<file path="src/rtl/keypad_pkg.sv">
// keypad_pkg: shared keypad geometry, idle row pattern and frame validity check.
package keypad_pkg;
    localparam int KEY_ROWS = 4;
    localparam int KEY_COLS = 4;
    localparam int KEY_NUM  = KEY_ROWS * KEY_COLS;
    localparam logic [KEY_ROWS-1:0] ROW_IDLE = 4'b1110;

    function automatic logic onehot_valid(input logic [KEY_NUM-1:0] frame);
        return $countones(frame) == 1;
    endfunction
endpackage

</file>
<file path="src/rtl/sync_2ff.sv">
// sync_2ff: two-flop synchronizer for asynchronous inputs, resets to all-ones.
module sync_2ff #(
    parameter int W = 4
) (
    input  logic         clk,
    input  logic         rst_n,
    input  logic [W-1:0] d,
    output logic [W-1:0] q
);
    logic [W-1:0] r_meta;
    logic [W-1:0] r_q;
    always_ff @(posedge clk) begin
        if (!rst_n) begin
            r_meta <= '1;
            r_q    <= '1;
        end else begin
            r_meta <= d;
            r_q    <= r_meta;
        end
    end
    assign q = r_q;
endmodule

</file>
<file path="src/rtl/keypad_matrix_scanner.sv">
// keypad_matrix_scanner: row scan of a 4x4 active-low matrix with frame debounce and multi-key rejection.
module keypad_matrix_scanner
    import keypad_pkg::*;
#(
    parameter int SCAN_DIV       = 1000,
    parameter int DEBOUNCE_SCANS = 4
) (
    input  logic                clk,
    input  logic                rst_n,
    input  logic [KEY_COLS-1:0] col,
    output logic [KEY_ROWS-1:0] row,
    output logic [KEY_NUM-1:0]  onehot,
    output logic                key_valid,
    output logic                key_pulse
);
    localparam int DIV_W = $clog2(SCAN_DIV);
    localparam int CNT_W = $clog2(DEBOUNCE_SCANS + 1);

    logic [DIV_W-1:0]    r_div;
    logic [1:0]          r_row_sel;
    logic [KEY_ROWS-1:0] r_row;
    logic [11:0]         r_raw;
    logic [CNT_W-1:0]    r_stable;
    logic [KEY_NUM-1:0]  r_last;
    logic [KEY_NUM-1:0]  r_onehot;
    logic                r_key_valid;
    logic                r_key_pulse;

    logic [KEY_COLS-1:0] w_col_s;
    logic                w_sample;
    logic                w_frame_end;
    logic [1:0]          w_row_sel_nxt;
    logic [KEY_NUM-1:0]  w_frame;
    logic [KEY_NUM-1:0]  w_cand;
    logic [CNT_W-1:0]    w_stable_nxt;
    logic [KEY_NUM-1:0]  w_onehot_nxt;

    sync_2ff #(.W(KEY_COLS)) u_col_sync (
        .clk   (clk),
        .rst_n (rst_n),
        .d     (col),
        .q     (w_col_s)
    );

    // Rows 0..2 shift in from the top so r_raw ends up as {row2,row1,row0}; row 3 comes live.
    always_comb begin
        w_sample      = r_div == DIV_W'(SCAN_DIV - 1);
        w_frame_end   = w_sample && r_row_sel == 2'd3;
        w_row_sel_nxt = r_row_sel + 2'd1;
        w_frame       = {~w_col_s, r_raw};
        w_cand        = onehot_valid(w_frame) ? w_frame : '0;
        w_stable_nxt  = (w_cand != r_last) ? CNT_W'(1) :
                        (r_stable == CNT_W'(DEBOUNCE_SCANS)) ? r_stable : r_stable + CNT_W'(1);
        w_onehot_nxt  = (w_frame_end && w_stable_nxt == CNT_W'(DEBOUNCE_SCANS) && w_cand != r_onehot)
                        ? w_cand : r_onehot;
    end

    always_ff @(posedge clk) begin
        if (!rst_n) begin
            r_div       <= '0;
            r_row_sel   <= '0;
            r_row       <= ROW_IDLE;
            r_raw       <= '0;
            r_stable    <= '0;
            r_last      <= '0;
            r_onehot    <= '0;
            r_key_valid <= 1'b0;
            r_key_pulse <= 1'b0;
        end else begin
            r_div <= w_sample ? '0 : r_div + DIV_W'(1);
            if (w_sample) begin
                r_raw     <= {~w_col_s, r_raw[11:4]};
                r_row_sel <= w_row_sel_nxt;
                r_row     <= ~(4'b0001 << w_row_sel_nxt);
            end
            if (w_frame_end) begin
                r_stable <= w_stable_nxt;
                r_last   <= w_cand;
            end
            r_onehot    <= w_onehot_nxt;
            r_key_valid <= |w_onehot_nxt;
            r_key_pulse <= (w_onehot_nxt != r_onehot) && |w_onehot_nxt;
        end
    end

    assign row       = r_row;
    assign onehot    = r_onehot;
    assign key_valid = r_key_valid;
    assign key_pulse = r_key_pulse;
endmodule

</file>
<file path="config.mk">
export PLATFORM = sky130hd
export DESIGN_NAME = keypad_matrix_scanner
export DESIGN_NICKNAME = d
export VERILOG_FILES = /design/src/rtl/keypad_pkg.sv /design/src/rtl/sync_2ff.sv /design/src/rtl/keypad_matrix_scanner.sv
export SDC_FILE = /design/constraint.sdc
export NUM_CORES = 1
export LEC_CHECK = 0
export CAP_MARGIN = 10
export CORE_MARGIN = 8
export CORE_UTILIZATION = 40
export DETAILED_ROUTE_END_ITERATION = 8
export MAX_ROUTING_LAYER = met4
export PLACE_DENSITY = 0.66
export SYNTH_ARGS = -nofsm -noshare
export SYNTH_HDL_FRONTEND = slang
export SYNTH_HIERARCHICAL = 1
export SYNTH_SLANG_ARGS = --single-unit
</file>
<file path="constraint.sdc">
create_clock -name clk -period 9.65 [get_ports clk]
set_input_delay 1.93 -clock clk [delete_from_list [all_inputs] [get_ports clk]]
set_output_delay 1.93 -clock clk [all_outputs]
set_load 0.05 [all_outputs]
</file>
==> results.sh <==
export IMPL_power_density_nw_per_um2=126.4
export IMPL_timing_rr_end="onehot[10]$_SDFF_PN0_"
export IMPL_max_vdd_ir_drop_mv=0.1134
export IMPL_viasPerCell=5.781
export IMPL_final_nets=548
export IMPL_synth_compound_area_share_pct=18.69
export IMPL_cts_buffers=9
export IMPL_placed_area_um2=4564
export IMPL_dieArea_um2=14180
export IMPL_insertedDiodeCount=0
export IMPL_hold_start="u_col_sync/r_meta[0]$_SDFF_PN1_"
export IMPL_synth_top_area_share_pct=34.37
export IMPL_syn_to_final_growth_pct=12.30
export IMPL_grt_max_degree=51
export IMPL_ys_async_sr_fraction_pct=0
export IMPL_drc=0
export IMPL_stdcell_area_um2=4775
export IMPL_netSwitchingPower_uw=157.3
export IMPL_yosys_area_share_simple_pct=26.37
export IMPL_crit_type="register to register"
export IMPL_die_h_um=119.1
export IMPL_maxCapViolCount=0
export IMPL_fillers=997
export IMPL_ff_latch_area_um2=1461
export IMPL_gp_congestion=0.9182
export IMPL_cts_root_buf="clkbuf_8"
export IMPL_vias=3821
export IMPL_fmax_mhz=164.8
export IMPL_yosys_top_cells_count="dfxtp_1, nand2_1, a21oi_1"
export IMPL_tightest_slew_ps=929.9
export IMPL_power_share_combinational_pct=7.1
export IMPL_report_final_hold_viol_count=0
export IMPL_ys_top_cells_by_area="dfxtp_1, nand2_1, a21oi_1"
export IMPL_core_area_um2=10320
export IMPL_rsz0062_at_grt="false"
export IMPL_yosysWarnings=6
export IMPL_initialDrtViolationCount=249
export IMPL_rrSetupSlack_ps=3580
export IMPL_synth_xor_area_share_pct=5.150
export IMPL_synth_fp_nets=541
export IMPL_yosys_cell_types_count=52
export IMPL_path_clk_slew_ps=80
export IMPL_gr_total_overflow=0
export IMPL_slew_violations=0
export IMPL_cp_required_ps=9880
export IMPL_status="finished clean"
export IMPL_netlist_area_um2=4252
export IMPL_ys_flop_type="dfxtp_1"
export IMPL_p_int_uw=446.3
export IMPL_grt_pass1_wl_um=18210
export IMPL_ys_seq_elements=73
export IMPL_synth_most_common_cell="dfxtp_1"
export IMPL_clockPowerShare_pct=42.1
export IMPL_holdPathStages=1
export IMPL_arrival_ps=6300
export IMPL_cts_resized=0
export IMPL_timing_final_crit_share_pct=62.89
export IMPL_synth_edf_count=0
export IMPL_fp_dieW_um=119.1
export IMPL_cp_start_kind="register"
export IMPL_first_pass_iters=5
export IMPL_antenna_left=0
export IMPL_hold_path_class="register to register"
export IMPL_num_rows=37
export IMPL_clock_latency_ps=360
export IMPL_synth_top_family_by_area="simple AND/OR/NAND/NOR gates"
export IMPL_routed_wl_um=10880
export IMPL_setup_viol=0
export IMPL_sequentialPowerShare_pct=50.8
export IMPL_syn_instance_count=513
export IMPL_pin_count=28
export IMPL_yosysSeqAreaShare_pct=34.37
export IMPL_cp_end_kind="register"
export IMPL_post_dp_hpwl_um=7753
export IMPL_fin_crit_ps=6069
export IMPL_synth_area_leader_cell="dfxtp_1"
export IMPL_drive_above_1_share_pct=7.429
export IMPL_tritoncts="built"
export IMPL_grt_use_total_pct=16.07
export IMPL_p_leak_nw=1.654
export IMPL_p_sw_share_pct=26.07
export IMPL_critPathMaxFanout=18
export IMPL_holdBufCountCts=0
export IMPL_post_cts_setup_buffers=0
export IMPL_h_tree_depth=3
export IMPL_clockBufferDepth=2
export IMPL_min_to="u_col_sync/q[0]$_SDFF_PN1_"
export IMPL_avgRoutedWirePerCell_um=16.46
export IMPL_slew_headroom_pct=37.79
export IMPL_grt_pass1_vias=3585
export IMPL_r2r_start="r_raw[11]$_SDFFE_PN0P_"
export IMPL_antenna_found_initial=0
export IMPL_numClockSinks=73
export IMPL_syn_avg_cell_area_um2=8.288
export IMPL_r2r_cells=17
export IMPL_synth_mux_area_share_pct=0.5003
export IMPL_multi_input_area_um2=2512
export IMPL_synthAdderAreaFrac_pct=8.240
export IMPL_final_setup_skew_ps=8.935
export IMPL_setup_tns_ps=0
export IMPL_initial_core_util_pct=41.18
export IMPL_port_buffer_count=27
metrics by stage:
step | power (mW) | hold slack, ps | setup slack, ps | instances | util [%]
after floorplan | 0.3484 | 386.3 | 4197 | 513 | -
after global placement | 0.3552 | 391.8 | 3801 | 645 | 44.21
after detailed placement | 0.3559 | 391.7 | 3638 | 645 | 44.21
after CTS | 0.6088 | 407.3 | 3626 | 661 | 46.25
after global routing | 0.6288 | 422.3 | 3344 | 661 | 46.25
final | 0.6036 | 404.2 | 3581 | 661 | 46.25
routing by layer:
metal  routed length (um)  track usage (%)  vias to the layer above
li1                     -                -                     1848
met2                 4743            23.60                      156
met5                    0                -                        -
met3                  947            4.346                       23
met4                  207            6.561                        0
met1                 4984            20.44                     1794
worst max path at each step:
stage | startpoint | endpoint | slack [ps]
floorplan | r_raw[9]$_SDFFE_PN0P_ | onehot[10]$_SDFF_PN0_ | 4200
global placement | r_raw[11]$_SDFFE_PN0P_ | onehot[8]$_SDFF_PN0_ | 3800
detailed placement | r_raw[11]$_SDFFE_PN0P_ | onehot[8]$_SDFF_PN0_ | 3640
CTS | r_raw[11]$_SDFFE_PN0P_ | onehot[10]$_SDFF_PN0_ | 3630
global route | r_raw[11]$_SDFFE_PN0P_ | onehot[8]$_SDFF_PN0_ | 3340
finish | r_raw[11]$_SDFFE_PN0P_ | onehot[10]$_SDFF_PN0_ | 3580
cells by family after synthesis:
family	count (synthesis)
AOI/OAI and AO/OA	117
buffers and inverters	65
xor gates and xnor gates	25
adders and majority gates	22
muxes	2
and+or+nand+nor	209
DFF	73
power by group through the flow:
stage / Clock (mW) / Combinational [mW] / Sequential (mW)
2_1_floorplan: 0 / 0.0367 / 0.312
3_3_place_gp: 0 / 0.0415 / 0.314
3_5_place_dp: 0 / 0.0421 / 0.314
4_1_cts: 0.260 / 0.0422 / 0.307
5_1_grt: 0.275 / 0.0465 / 0.307
6_report: 0.254 / 0.0427 / 0.307
worst max-delay path, stage by stage, from the launching register on:
cell and delay [ps]:
dfxtp_1 530, inv_1 180, fa_1 560, inv_1 50
fa_1 450, fa_1 490, inv_1 50, fa_1 470
inv_1 40, ha_1 200, fa_1 480, nor4b_4 310
nand2_2 260, or3_1 420, a22o_1 270, o41ai_4 890
or4_1 220, a21oi_1 60
registers in the layout, summed over array words and instances, names as in the netlist:
signal and flops:
r_raw 12, r_last 16, key_valid 1, key_pulse 1
u_col_sync/r_meta 4, onehot 16, r_stable 3, r_div 10
u_col_sync/q 4, row 4, r_row_sel 2
cell usage in the layout (no fill, tap or decap), types with 7 or more instances in the layout:
master           synthesis  routed
dfxtp_1                 73      73
a311oi_1                10      10
ha_1                    12      12
fa_1                    10      10
nand4_1                 16      16
o31ai_1                 18      18
xnor2_1                 11      11
clkdlybuf4s50_1          0      27
nor4b_1                  8       8
a31oi_1                 14      14
nor3_1                   9       9
clkbuf_8                 0      10
a21oi_1                 45      45
nand2_1                 71      71
inv_1                   27      27
nor2_1                  34      34
nand3_1                  9       9
xor2_1                  14      14
o22ai_1                  7       7
nand2b_1                13      13
final cells by class:
cell class / count / share of cell area (%)
clock buffer: 10 / 2.883
tap: 136 / 3.564
timing repair buffer: 33 / 6.604
sequential: 73 / 30.61
inverter: 28 / 2.201
clock inverter: 6 / 1.520
multi-input combinational: 375 / 52.62
Note: power is estimated with default switching activity, not from simulation.
